File: src/rtl/alu_req_sched.sv
// Two-requester scheduler for a shared combinational ALU: round-robin accept,
// registered ALU drive with a multicycle hold for multiplies, and result return.
module alu_req_sched #(
  parameter int MUL_LAT = 2
) (
  input  logic        clk,
  input  logic        rst,
  input  logic        req0,
  input  logic        req1,
  input  logic [3:0]  op0,
  input  logic [3:0]  op1,
  input  logic [31:0] a0,
  input  logic [31:0] a1,
  input  logic [31:0] b0,
  input  logic [31:0] b1,
  input  logic [4:0]  sh0,
  input  logic [4:0]  sh1,
  output logic        gnt0,
  output logic        gnt1,
  output logic        done0,
  output logic        done1,
  output logic [31:0] res_lo,
  output logic [31:0] res_hi,
  output logic [3:0]  res_flags,
  output logic        err,
  output logic [3:0]  flags,
  output logic        busy,
  output logic [31:0] alu_a,
  output logic [31:0] alu_b,
  output logic [3:0]  alu_ctl,
  output logic [4:0]  alu_sh,
  input  logic [31:0] alu_res,
  input  logic [31:0] alu_res1,
  input  logic        alu_z,
  input  logic        alu_c,
  input  logic        alu_s,
  input  logic        alu_v
);

  typedef enum logic [1:0] {
    IDLE = 2'd0,
    EXEC = 2'd1,
    DONE = 2'd2
  } state_t;

  localparam logic [3:0] MUL_CNT = 4'(MUL_LAT - 1);

  state_t     state;
  state_t     state_next;
  logic       last;
  logic       id;
  logic       win;
  logic       accept;
  logic       capture;
  logic       illegal;
  logic       op_mul;
  logic       win_mul;
  logic [3:0] win_op;
  logic [3:0] cnt;

  // Arbitration and FSM next-state; the requester not granted last wins a tie.
  always_comb begin
    state_next = state;
    win        = (req0 & req1) ? ~last : req1;
    win_op     = win ? op1 : op0;
    win_mul    = (win_op == 4'b0001) || (win_op == 4'b0010);
    accept     = (state == IDLE) && (req0 | req1);
    capture    = (state == EXEC) && (cnt == 4'd0);
    op_mul     = (alu_ctl == 4'b0001) || (alu_ctl == 4'b0010);
    illegal    = (alu_ctl[3:2] == 2'b11);
    case (state)
      IDLE:    if (req0 | req1) state_next = EXEC;
      EXEC:    if (cnt == 4'd0) state_next = DONE;
      DONE:    state_next = IDLE;
      default: state_next = IDLE;
    endcase
  end

  always_ff @(posedge clk) begin
    if (rst) state <= IDLE;
    else     state <= state_next;
  end

  // The alu_* outputs are the latched request, so they only move at an accept.
  always_ff @(posedge clk) begin
    if (rst) begin
      last      <= 1'b1;
      id        <= 1'b0;
      cnt       <= 4'd0;
      gnt0      <= 1'b0;
      gnt1      <= 1'b0;
      done0     <= 1'b0;
      done1     <= 1'b0;
      res_lo    <= 32'd0;
      res_hi    <= 32'd0;
      res_flags <= 4'd0;
      err       <= 1'b0;
      flags     <= 4'd0;
      alu_a     <= 32'd0;
      alu_b     <= 32'd0;
      alu_ctl   <= 4'd0;
      alu_sh    <= 5'd0;
    end else begin
      gnt0  <= 1'b0;
      gnt1  <= 1'b0;
      done0 <= 1'b0;
      done1 <= 1'b0;
      if (accept) begin
        id      <= win;
        last    <= win;
        alu_ctl <= win_op;
        alu_a   <= win ? a1 : a0;
        alu_b   <= win ? b1 : b0;
        alu_sh  <= win ? sh1 : sh0;
        cnt     <= win_mul ? MUL_CNT : 4'd0;
        gnt0    <= ~win;
        gnt1    <= win;
      end else if ((state == EXEC) && (cnt != 4'd0)) begin
        cnt <= cnt - 4'd1;
      end
      // Illegal opcodes return zeros with err and leave the sticky flags alone.
      if (capture) begin
        res_lo    <= illegal ? 32'd0 : alu_res;
        res_hi    <= op_mul ? {1'b0, alu_res1[30:0]} : 32'd0;
        res_flags <= illegal ? 4'd0 : {alu_z, alu_c, alu_s, alu_v};
        err       <= illegal;
        done0     <= ~id;
        done1     <= id;
        if (!illegal) flags <= {alu_z, alu_c, alu_s, alu_v};
      end
    end
  end

  assign busy = (state != IDLE);

endmodule
File: config.mk
export PLATFORM = sky130hd
export DESIGN_NAME = alu_req_sched
export DESIGN_NICKNAME = d
export VERILOG_FILES = /design/src/rtl/alu_req_sched.sv
export SDC_FILE = /design/constraint.sdc
export NUM_CORES = 1
export LEC_CHECK = 0
export ABC_CLOCK_PERIOD_IN_PS = 3800
export BUFFER_PORTS_ARGS = -buffer_cell sky130_fd_sc_hd__buf_4
export CELL_PAD_IN_SITES_DETAIL_PLACEMENT = 1
export CELL_PAD_IN_SITES_GLOBAL_PLACEMENT = 2
export CORE_ASPECT_RATIO = 0.5
export CORE_UTILIZATION = 25
export DETAILED_ROUTE_END_ITERATION = 12
export GPL_TIMING_DRIVEN = 0
export PLACE_DENSITY_LB_ADDON = 0.1
export SLEW_MARGIN = 20
export SYNTH_ARGS = -nofsm -noshare
export SYNTH_HDL_FRONTEND = slang
export SYNTH_SLANG_ARGS = --single-unit
File: constraint.sdc
create_clock -name clk -period 3.8 [get_ports clk]
set_clock_uncertainty 0.2 [all_clocks]
set_input_delay 0.38 -clock clk [delete_from_list [all_inputs] [get_ports clk]]
set_output_delay 0.38 -clock clk [all_outputs]
set_load 0.005 [all_outputs]
==> flow_metrics.tcl <==
set metrics [dict create \
    first_iter_violations 295 \
    die-height_um 115 \
    dp_hpwl_um 20200 \
    antenna_found_initial 0 \
    grt_max_degree 17 \
    worst_setup_path_end_kind "flip-flop" \
    avgSynthCellArea_um2 8.87 \
    syn_inst 715 \
    cts.sinks 157 \
    clockBufferDepth 2 \
    dieArea_um2 26000 \
    setup_viol 0 \
    fmax_ghz 0.429 \
    critPathBufInv 4 \
    yosysSeqAreaShare_pct 49.6 \
    htree_num_levels 4 \
    min_period_ns 2.33 \
    critical-path-slowest-cell "dlygate4sd3_1" \
    busiest_layer "met2" \
    yosysMostFrequentCell "nand2_1" \
    critPathKind "flip-flop to flip-flop" \
    critical-path-top-delay-family "buffers and inverters" \
    cp_slowest_stage_delay_ns 0.60 \
    drive_above_1_share_pct 39.6 \
    power_uw 5000 \
    wl_per_cell_um 18.0 \
    synth_edf_count 0 \
    num-fill-cells 2944 \
    slew_viol_final 0 \
    final_nets 1432 \
    grt_first_pass_wirelength_um 42400 \
    final_cell_area_um2 11200 \
    core_um2 24400 \
    final_core_util_pct 46.0 \
    synth_common_cells "161 x nand2_1, 157 x dfxtp_1, 141 x nor2_1" \
    firstDrtPassIters 4 \
    globalRouteMet2Util_pct 36.8 \
    ys_types 37 \
    synthesis.nets 935 \
    cts_setup_buffers 0 \
    vias 7221 \
    clk_latency_ns 0.44 \
    cts_tree "done" \
    use_met3_pct 5.29 \
    track_usage_pct 21.4 \
    port-buffer-count 365 \
    relSlewSlack_pct 51.9 \
    areaGrowthSynthToFinish_pct 77.2 \
    crit_chain "nor2_2, inv_2, nor2_4, buf_2, buf_4, a311oi_1, dlygate4sd3_1" \
    ys_seq_elements 157 \
    ant_nets 0 \
    n_antenna_cell 0 \
    worst_slew_pin_slew_ns 0.722 \
    path_clk_slew_ns 0.07 \
    async_reset_ff_share_pct 0 \
    viasPerCell 4.63 \
    grt_use_met1_pct 25.7 \
    rows 40 \
    pwr_density_cell_nw_per_um2 445 \
    cp.arrival_ns 2.46 \
    drc_errors 0 \
    grt_pass1_vias 7709 \
    cts_buffers 17 \
    hold_violations 0 \
    synth.area.top_cells "dfxtp_1 50%, nand2_1 9.5%, a311oi_2 9.0%" \
    ys_warn_count 0 \
    place_congestion 0.791 \
    critPathLaunchType "flip-flop" \
    power_leakage_uw 0.00508 \
    finalSetupTns_ns 0 \
    start_util_pct 26.0 \
    root_buffer "clkbuf_16" \
    pin_count 369 \
    drv_cap 0 \
    status "complete, no violations" \
    syn_area_um2 6340 \
    synth_top_area_cell "dfxtp_1" \
    grt-ovfl-total 0 \
    max-vdd-ir-drop_uv 283 \
    synth_top_area_share_pct 49.6 \
    hp-class "primary input to flip-flop" \
    yosys_most_used_dff "dfxtp_1" \
    rsz0062_at_grt "false" \
    chipWidth_um 227 \
    crit_required_ns 3.93 \
    post_dp_cell_area_um2 9500 \
    postRouteWirelength_um 28000 \
    cp_max_fo 10 \
    fin_crit_sh_pct 61.3 \
]
[cell type report]
cell class / count / area, um2 / area share, %
clock buffer: 21 / 470 / 4.19
clock inverter: 11 / 133 / 1.18
inverter: 3 / 11.3 / 0.100
multi-input combinational: 489 / 2840 / 25.3
sequential: 157 / 3140 / 28.0
tap: 336 / 420 / 3.74
buffer: 66 / 348 / 3.10
timing repair buffer: 478 / 3870 / 34.5
[worst paths after layout]
check,start,cells past startpoint,slack (ns),to
min reg2reg,res_flags[2],2,0.26,res_flags[2]
min,b1[0],3,0.02,alu_b[0]
max,state[1],7,1.47,alu_a[19]
max reg2reg,state[1],7,1.47,alu_a[19]
[power by group]
group | internal [uW] | switching [uW]
sequential | 1820 | 98.6
combinational | 680 | 623
clock | 1030 | 750
[worst min-delay path: cells and delay by family]
family,cells,cell delay [ns]
buffers and inverters,1,0.11
AOI/OAI and AO/OA,1,0.07
and+or+nand+nor,1,0.05
[logic make-up after synthesis]
logic type | synth area share (%)
flip-flops | 49.6
AO/OA/AOI/OAI | 23.2
other | 0.0591
AND/OR/NAND/NOR | 20.4
adder cells (fa/ha/maj) | 0.395
buffers and inverters | 5.66
XOR/XNOR | 0.691
[layout by cell type, fill, tap and decap left out, types with 3 or more instances in the layout]
cell type      Yosys  layout
a21oi_1           10      10
a22oi_1           63      63
a311oi_1          34      34
a311oi_2          38      38
buf_2             26      26
buf_4             16     381
clkbuf_1          22      23
clkbuf_16          0      17
clkbuf_8           0       3
clkinv_4           0       3
dfxtp_1          157     157
dlygate4sd3_1      0     113
inv_6              0       3
nand2_1          161     161
nand3_1            4       4
nor2_1           141     141
nor3_1            10      10
xor2_1             3       3
[repair_timing]
action | in CTS | in global routing
endpoints found under the hold margin | 96 | 0
hold buffers | 113 | 0
resized for setup | 0 | 0
[flip-flops by register name, indices dropped and copies added, names as in the netlist]
name and count:
err 1, gnt1 1, alu_a 32, res_flags 4
id 1, gnt0 1, done0 1, state 2
alu_ctl 4, alu_b 32, last 1, done1 1
flags 4, res_lo 32, res_hi 31, cnt 4
alu_sh 5
[layer usage]
metal	routed length, um	vias up
met1	12100	3505
met5	0	-
li1	-	3499
met4	737	0
met2	13800	173
met3	1380	44
[per-stage QoR]
stage                     setup WS, ns  hold WS [ns]  std cells
after detailed placement          1.53         0.250       1416
after global routing              1.25        0.0205       1561
after CTS                         1.46      0.000594       1561
final                             1.47        0.0233       1561
after global placement            1.59         0.246       1416
after floorplan                   2.04         0.214        715
No activity file was read; power rests on OpenSTA's default activity.
